**src/rtl/debounce_pkg.sv**
```systemverilog
// Shared constants and helpers for the multi-channel switch debouncer.
package debounce_pkg;

  localparam int DEFAULT_COUNTER_LIMIT = 250000;
  localparam int SYNC_DEPTH            = 2;

  function automatic int cnt_width(input int limit);
    return $clog2(limit + 1);
  endfunction

endpackage

```
**src/rtl/debounce_channel.sv**
```systemverilog
// Single-bit debounce filter: optional input synchroniser (DEBOUNCE_SYNC_EN),
// consecutive-difference counter, stable level and one-clock edge pulses.
module debounce_channel
  import debounce_pkg::*;
#(
  parameter int   COUNTER_LIMIT = DEFAULT_COUNTER_LIMIT,
  parameter logic INIT_VALUE    = 1'b0
) (
  input  logic i_clk,
  input  logic i_rst_n,
  input  logic i_switch,
  output logic o_switch,
  output logic o_rise,
  output logic o_fall,
  output logic o_event_next
);

  localparam int                CNT_W    = cnt_width(COUNTER_LIMIT);
  localparam logic [CNT_W-1:0]  CNT_LAST = CNT_W'(COUNTER_LIMIT - 1);

  logic             samp;
  logic             stable;
  logic [CNT_W-1:0] cnt;

`ifdef DEBOUNCE_SYNC_EN
  logic [SYNC_DEPTH-1:0] sync_p;

  // stage boundary: raw pin -> synchronised sample
  always_ff @(posedge i_clk or negedge i_rst_n) begin
    if (!i_rst_n) begin
      sync_p <= {SYNC_DEPTH{INIT_VALUE}};
    end else begin
      sync_p <= {sync_p[SYNC_DEPTH-2:0], i_switch};
    end
  end

  assign samp = sync_p[SYNC_DEPTH-1];
`else
  assign samp = i_switch;
`endif

  // Fires on the clock where the differing run reaches its full length.
  assign o_event_next = (samp != stable) && (cnt == CNT_LAST);

  // stage boundary: sample -> filtered level and edge pulses
  always_ff @(posedge i_clk or negedge i_rst_n) begin
    if (!i_rst_n) begin
      cnt    <= '0;
      stable <= INIT_VALUE;
      o_rise <= 1'b0;
      o_fall <= 1'b0;
    end else begin
      o_rise <= 1'b0;
      o_fall <= 1'b0;
      if (samp == stable) begin
        cnt <= '0;
      end else if (cnt == CNT_LAST) begin
        stable <= samp;
        cnt    <= '0;
        o_rise <= samp;
        o_fall <= ~samp;
      end else begin
        cnt <= cnt + CNT_W'(1);
      end
    end
  end

  assign o_switch = stable;

endmodule

```
**src/rtl/debounce_multi.sv**
```systemverilog
// N-channel switch debouncer with per-channel rise/fall pulses and a combined event flag.
// Build option: define DEBOUNCE_SYNC_EN to insert a 2-flop synchroniser per channel.
module debounce_multi
  import debounce_pkg::*;
#(
  parameter int                      NUM_CHANNELS  = 4,
  parameter int                      COUNTER_LIMIT = DEFAULT_COUNTER_LIMIT,
  parameter logic [NUM_CHANNELS-1:0] INIT_VALUE    = {NUM_CHANNELS{1'b0}}
) (
  input  logic                    i_clk,
  input  logic                    i_rst_n,
  input  logic [NUM_CHANNELS-1:0] i_switch,
  output logic [NUM_CHANNELS-1:0] o_switch,
  output logic [NUM_CHANNELS-1:0] o_rise,
  output logic [NUM_CHANNELS-1:0] o_fall,
  output logic                    o_any_event
);

  logic [NUM_CHANNELS-1:0] event_next;

  for (genvar g = 0; g < NUM_CHANNELS; g++) begin : g_chan
    debounce_channel #(
      .COUNTER_LIMIT (COUNTER_LIMIT),
      .INIT_VALUE    (INIT_VALUE[g])
    ) u_chan (
      .i_clk        (i_clk),
      .i_rst_n      (i_rst_n),
      .i_switch     (i_switch[g]),
      .o_switch     (o_switch[g]),
      .o_rise       (o_rise[g]),
      .o_fall       (o_fall[g]),
      .o_event_next (event_next[g])
    );
  end

  // Registered from the same next-cycle condition so it aligns with the pulses.
  always_ff @(posedge i_clk or negedge i_rst_n) begin
    if (!i_rst_n) begin
      o_any_event <= 1'b0;
    end else begin
      o_any_event <= |event_next;
    end
  end

endmodule
```
**config.mk**
```make
export PLATFORM = sky130hd
export DESIGN_NAME = debounce_multi
export DESIGN_NICKNAME = d
export VERILOG_FILES = /design/src/rtl/debounce_pkg.sv /design/src/rtl/debounce_channel.sv /design/src/rtl/debounce_multi.sv
export SDC_FILE = /design/constraint.sdc
export NUM_CORES = 1
export LEC_CHECK = 0
export CAP_MARGIN = 30
export CORE_MARGIN = 1.5
export CORE_UTILIZATION = 43
export CTS_BUF_LIST = sky130_fd_sc_hd__clkbuf_4
export DETAILED_ROUTE_END_ITERATION = 7
export PLACE_DENSITY_LB_ADDON = 0.08
export SYNTH_ARGS = -nofsm -noshare
export SYNTH_HDL_FRONTEND = slang
export SYNTH_HIERARCHICAL = 1
export SYNTH_SLANG_ARGS = --single-unit
```
**constraint.sdc**
```tcl
create_clock -name i_clk -period 1.93 [get_ports i_clk]
set_input_delay 0.2895 -clock i_clk [delete_from_list [all_inputs] [get_ports i_clk]]
set_output_delay 0.2895 -clock i_clk [all_outputs]
set_load 0.005 [all_outputs]
```
==> summary.txt <==
Critical path
  – CP Max Fanout: 5
  – CP startpoint kind: flip-flop
  – CP Data Required Time: 2.26 ns
  – Worst setup EP type: flip-flop
  – Critical path class: flip-flop to flip-flop
  – Critical Path AT: 2.24 ns

Floorplanning
  – Num rows: 36
  – Die height: 102 µm
  – Die area: 10500 µm²
  – Initial Util: 43.8%
  – CORE AREA: 9680 µm²
  – Chip width: 102 µm
  – Ports: 19

Clocking
  – Htree depth: 3
  – Later-pin clock latency in the skew report: approximately 0.43 ns
  – Clock sinks: 85
  – Worst-path clk slew: 0.14 ns
  – CTS tree: built
  – CTS buffer count: 9
  – CTS Buffer Depth: 2
  – Root buf cell: clkbuf_4

Timing
  – Clock Skew: 0.0156 ns
  – Tightest Pin Transition: 0.434 ns
  – Worst slew margin: between 70 and 80%
  – Fmax: ~520 MHz
  – Final WS setup: 0.0162 ns
  – Final setup viols: 0
  – Final Max Tran Viols: 0
  – Final Hold Viols: 0
  – Period minus WS final: around 1.9 ns
  – Tcrit/Tclk final: between 90% and 100%

Global routing
  – Gr usage total: 18.3%
  – Largest net degree at the start of global routing: 42
  – Vias in the first global route: 3204
  – First-pass GRT wire length: 14900 µm
  – Total gr overflow: 0
  – Initial antenna violation count: 0

Logic synthesis
  – Syn_area_per_cell: 10.6 µm²
  – Number of distinct library cells after synthesis: 28
  – YS warnings: 6
  – Mapped cell area: 4240 µm²
  – Register area share after synthesis: 50.1%
  – #FFs+latches synth: 85
  – Mapped Cells: 402
  – Post-synth net total: about 410

Power
  – Total Power: 3.00 mW
  – Peak supply drop: about 230 µV
  – Pwr Density: 599 nW/µm²
  – LEAKAGE: roughly 2.2 nW

Placed design
  – # port buffers: 18
  – Placement Setup Slack: 0.0567 ns
  – Placed Area: 4880 µm²
  – GP Congestion: 0.773
  – Placed wire-length estimate: 6120 µm

Run status
  – Status: finished, final reports clean

Routing
  – Vias post-DR: 3229
  – DRC Markers: 0
  – Routed Antenna Nets: 0
  – DRT Pass-1 Iters: 4
  – Wire per inst: about 14 µm
  – Vias per inst: 5.35
  – Initial DRC count: 66
  – Drt total wl: 8610 µm

Min path
  – Min-Delay Path Class: primary input to asynchronous set/reset pin

Final layout
  – FF+latch area: between 2000 and 2500 µm²
  – Layout cells sized above 1: 18.7%
  – Multi-input logic area: 2090 µm²
  – Number of nets in the layout: 476
  – Area growth from synthesis to layout: 18.1%
  – Fin area: around 5000 µm²
  – # fillers: between 800 and 900
  – Final core occ: 51.7%
  – Diodes inserted: 0

Job
  – Max capacitance violation total: 0
-- cell families after synthesis --
group           count (synthesis)  share of synthesized area, %
simple gates                  205                          28.1
buf+inv                         8                         0.826
compound gates                 52                          9.20
xor+xnor                       44                          9.09
mux                             4                          1.42
flops                          85                          50.1
fa+ha+maj                       4                          1.18
-- worst max-delay path, stage by stage (launching register included) --
cell	delay, ns
dfrtp_1	0.45
nor4_2	0.34
nand2_1	0.12
or4_4	0.59
mux2_4	0.31
-- synth_stat cells (all sizes together) --
cell type,n,share of area [%]
o41ai,4,2.6
nand3b,4,0.71
clkbuf,4,0.35
o31ai,16,2.8
a21oi,24,2.8
xor2,36,7.4
nor4b,4,1.4
or4,21,4.1
nand3,32,3.8
mux2,4,1.4
nand2,32,2.8
buf,4,0.47
nor4,4,0.59
or3,8,1.2
ha,4,1.2
and2,4,0.59
and2b,4,0.83
nor3b,8,1.4
nor2,48,4.2
and3,12,1.9
nand4,8,1.2
o21ai,8,0.94
dfrtp,85,50
and4,16,3.4
xnor2,8,1.7
-- per-stage QoR --
stage	TNS [ns]	hold slack (ns)	cells
CTS	0	0.299	604
floorplan	0	-0.00609	402
finish	0	0.328	604
global placement	0	0.258	587
global route	-0.0682	0.342	604
detailed placement	0	0.260	587
-- final cells by class --
| class | instances | area share [%] |
|---|---|---|
| clock inverter | 7 | 0.849 |
| multi-input combinational | 309 | 41.7 |
| tap | 133 | 3.32 |
| timing repair buffer | 61 | 10.3 |
| sequential | 85 | 42.4 |
| clock buffer | 9 | 1.35 |
-- cell usage in the layout (no fill, tap or decap), types with 9 or more instances in the layout --
master,instances
and4_1,12
nand2_1,32
a21oi_1,24
clkdlybuf4s50_1,17
o31ai_1,16
buf_4,42
or4_1,17
dfrtp_1,85
clkbuf_4,9
nand3_1,32
nor2_1,48
xor2_1,36
-- final timing paths --
check | from | slack, ns | endpoint | depth (start not counted)
worst max register to register | g_chan[0].u_chan/cnt[8] | 0.02 | g_chan[0].u_chan/o_switch | 4
worst max-delay path | g_chan[0].u_chan/cnt[8] | 0.02 | g_chan[0].u_chan/o_switch | 4
max in group asynchronous | i_rst_n | 1.01 | g_chan[1].u_chan/cnt[17] | 3
worst min-delay path | i_rst_n | 0.33 | g_chan[1].u_chan/cnt[4] | 2
worst min register to register | g_chan[1].u_chan/cnt[0] | 0.49 | g_chan[1].u_chan/cnt[0] | 1
min in group i_clk | i_switch[1] | 0.49 | g_chan[1].u_chan/o_fall | 2
-- power by group --
| part | internal (mW) | leakage [nW] | switching, mW |
|---|---|---|---|
| logic | 0.114 | 0.933 | 0.134 |
| clock network | 0.256 | 0.0591 | 0.624 |
| registers | 1.83 | 1.17 | 0.0485 |
-- state kept, by name, indices dropped and copies added, names as in the netlist --
signal / count
g_chan.u_chan/o_rise: 4
g_chan.u_chan/o_switch: 4
g_chan.u_chan/cnt: 72
g_chan.u_chan/o_fall: 4
o_any_event: 1
-- metal layers --
| metal | up-vias | routed length [µm] | GRT usage, % |
|---|---|---|---|
| li1 | 1608 | - | - |
| met1 | 1581 | 4320 | 25.0 |
| met2 | 27 | 4000 | 28.8 |
| met3 | 13 | 134 | 2.67 |
| met4 | 0 | 166 | 8.75 |
| met5 | - | 0 | 0 |
-- repair_timing --
action / 4_1_cts / 5_1_grt
gates resized for setup: 0 / 2
buffers inserted: 0 / 0
endpoints found under the setup margin: 0 / 23
hold buffers: 1 / 0
endpoints found under the hold margin: 29 / 0
(Power assumes the default switching activity.)
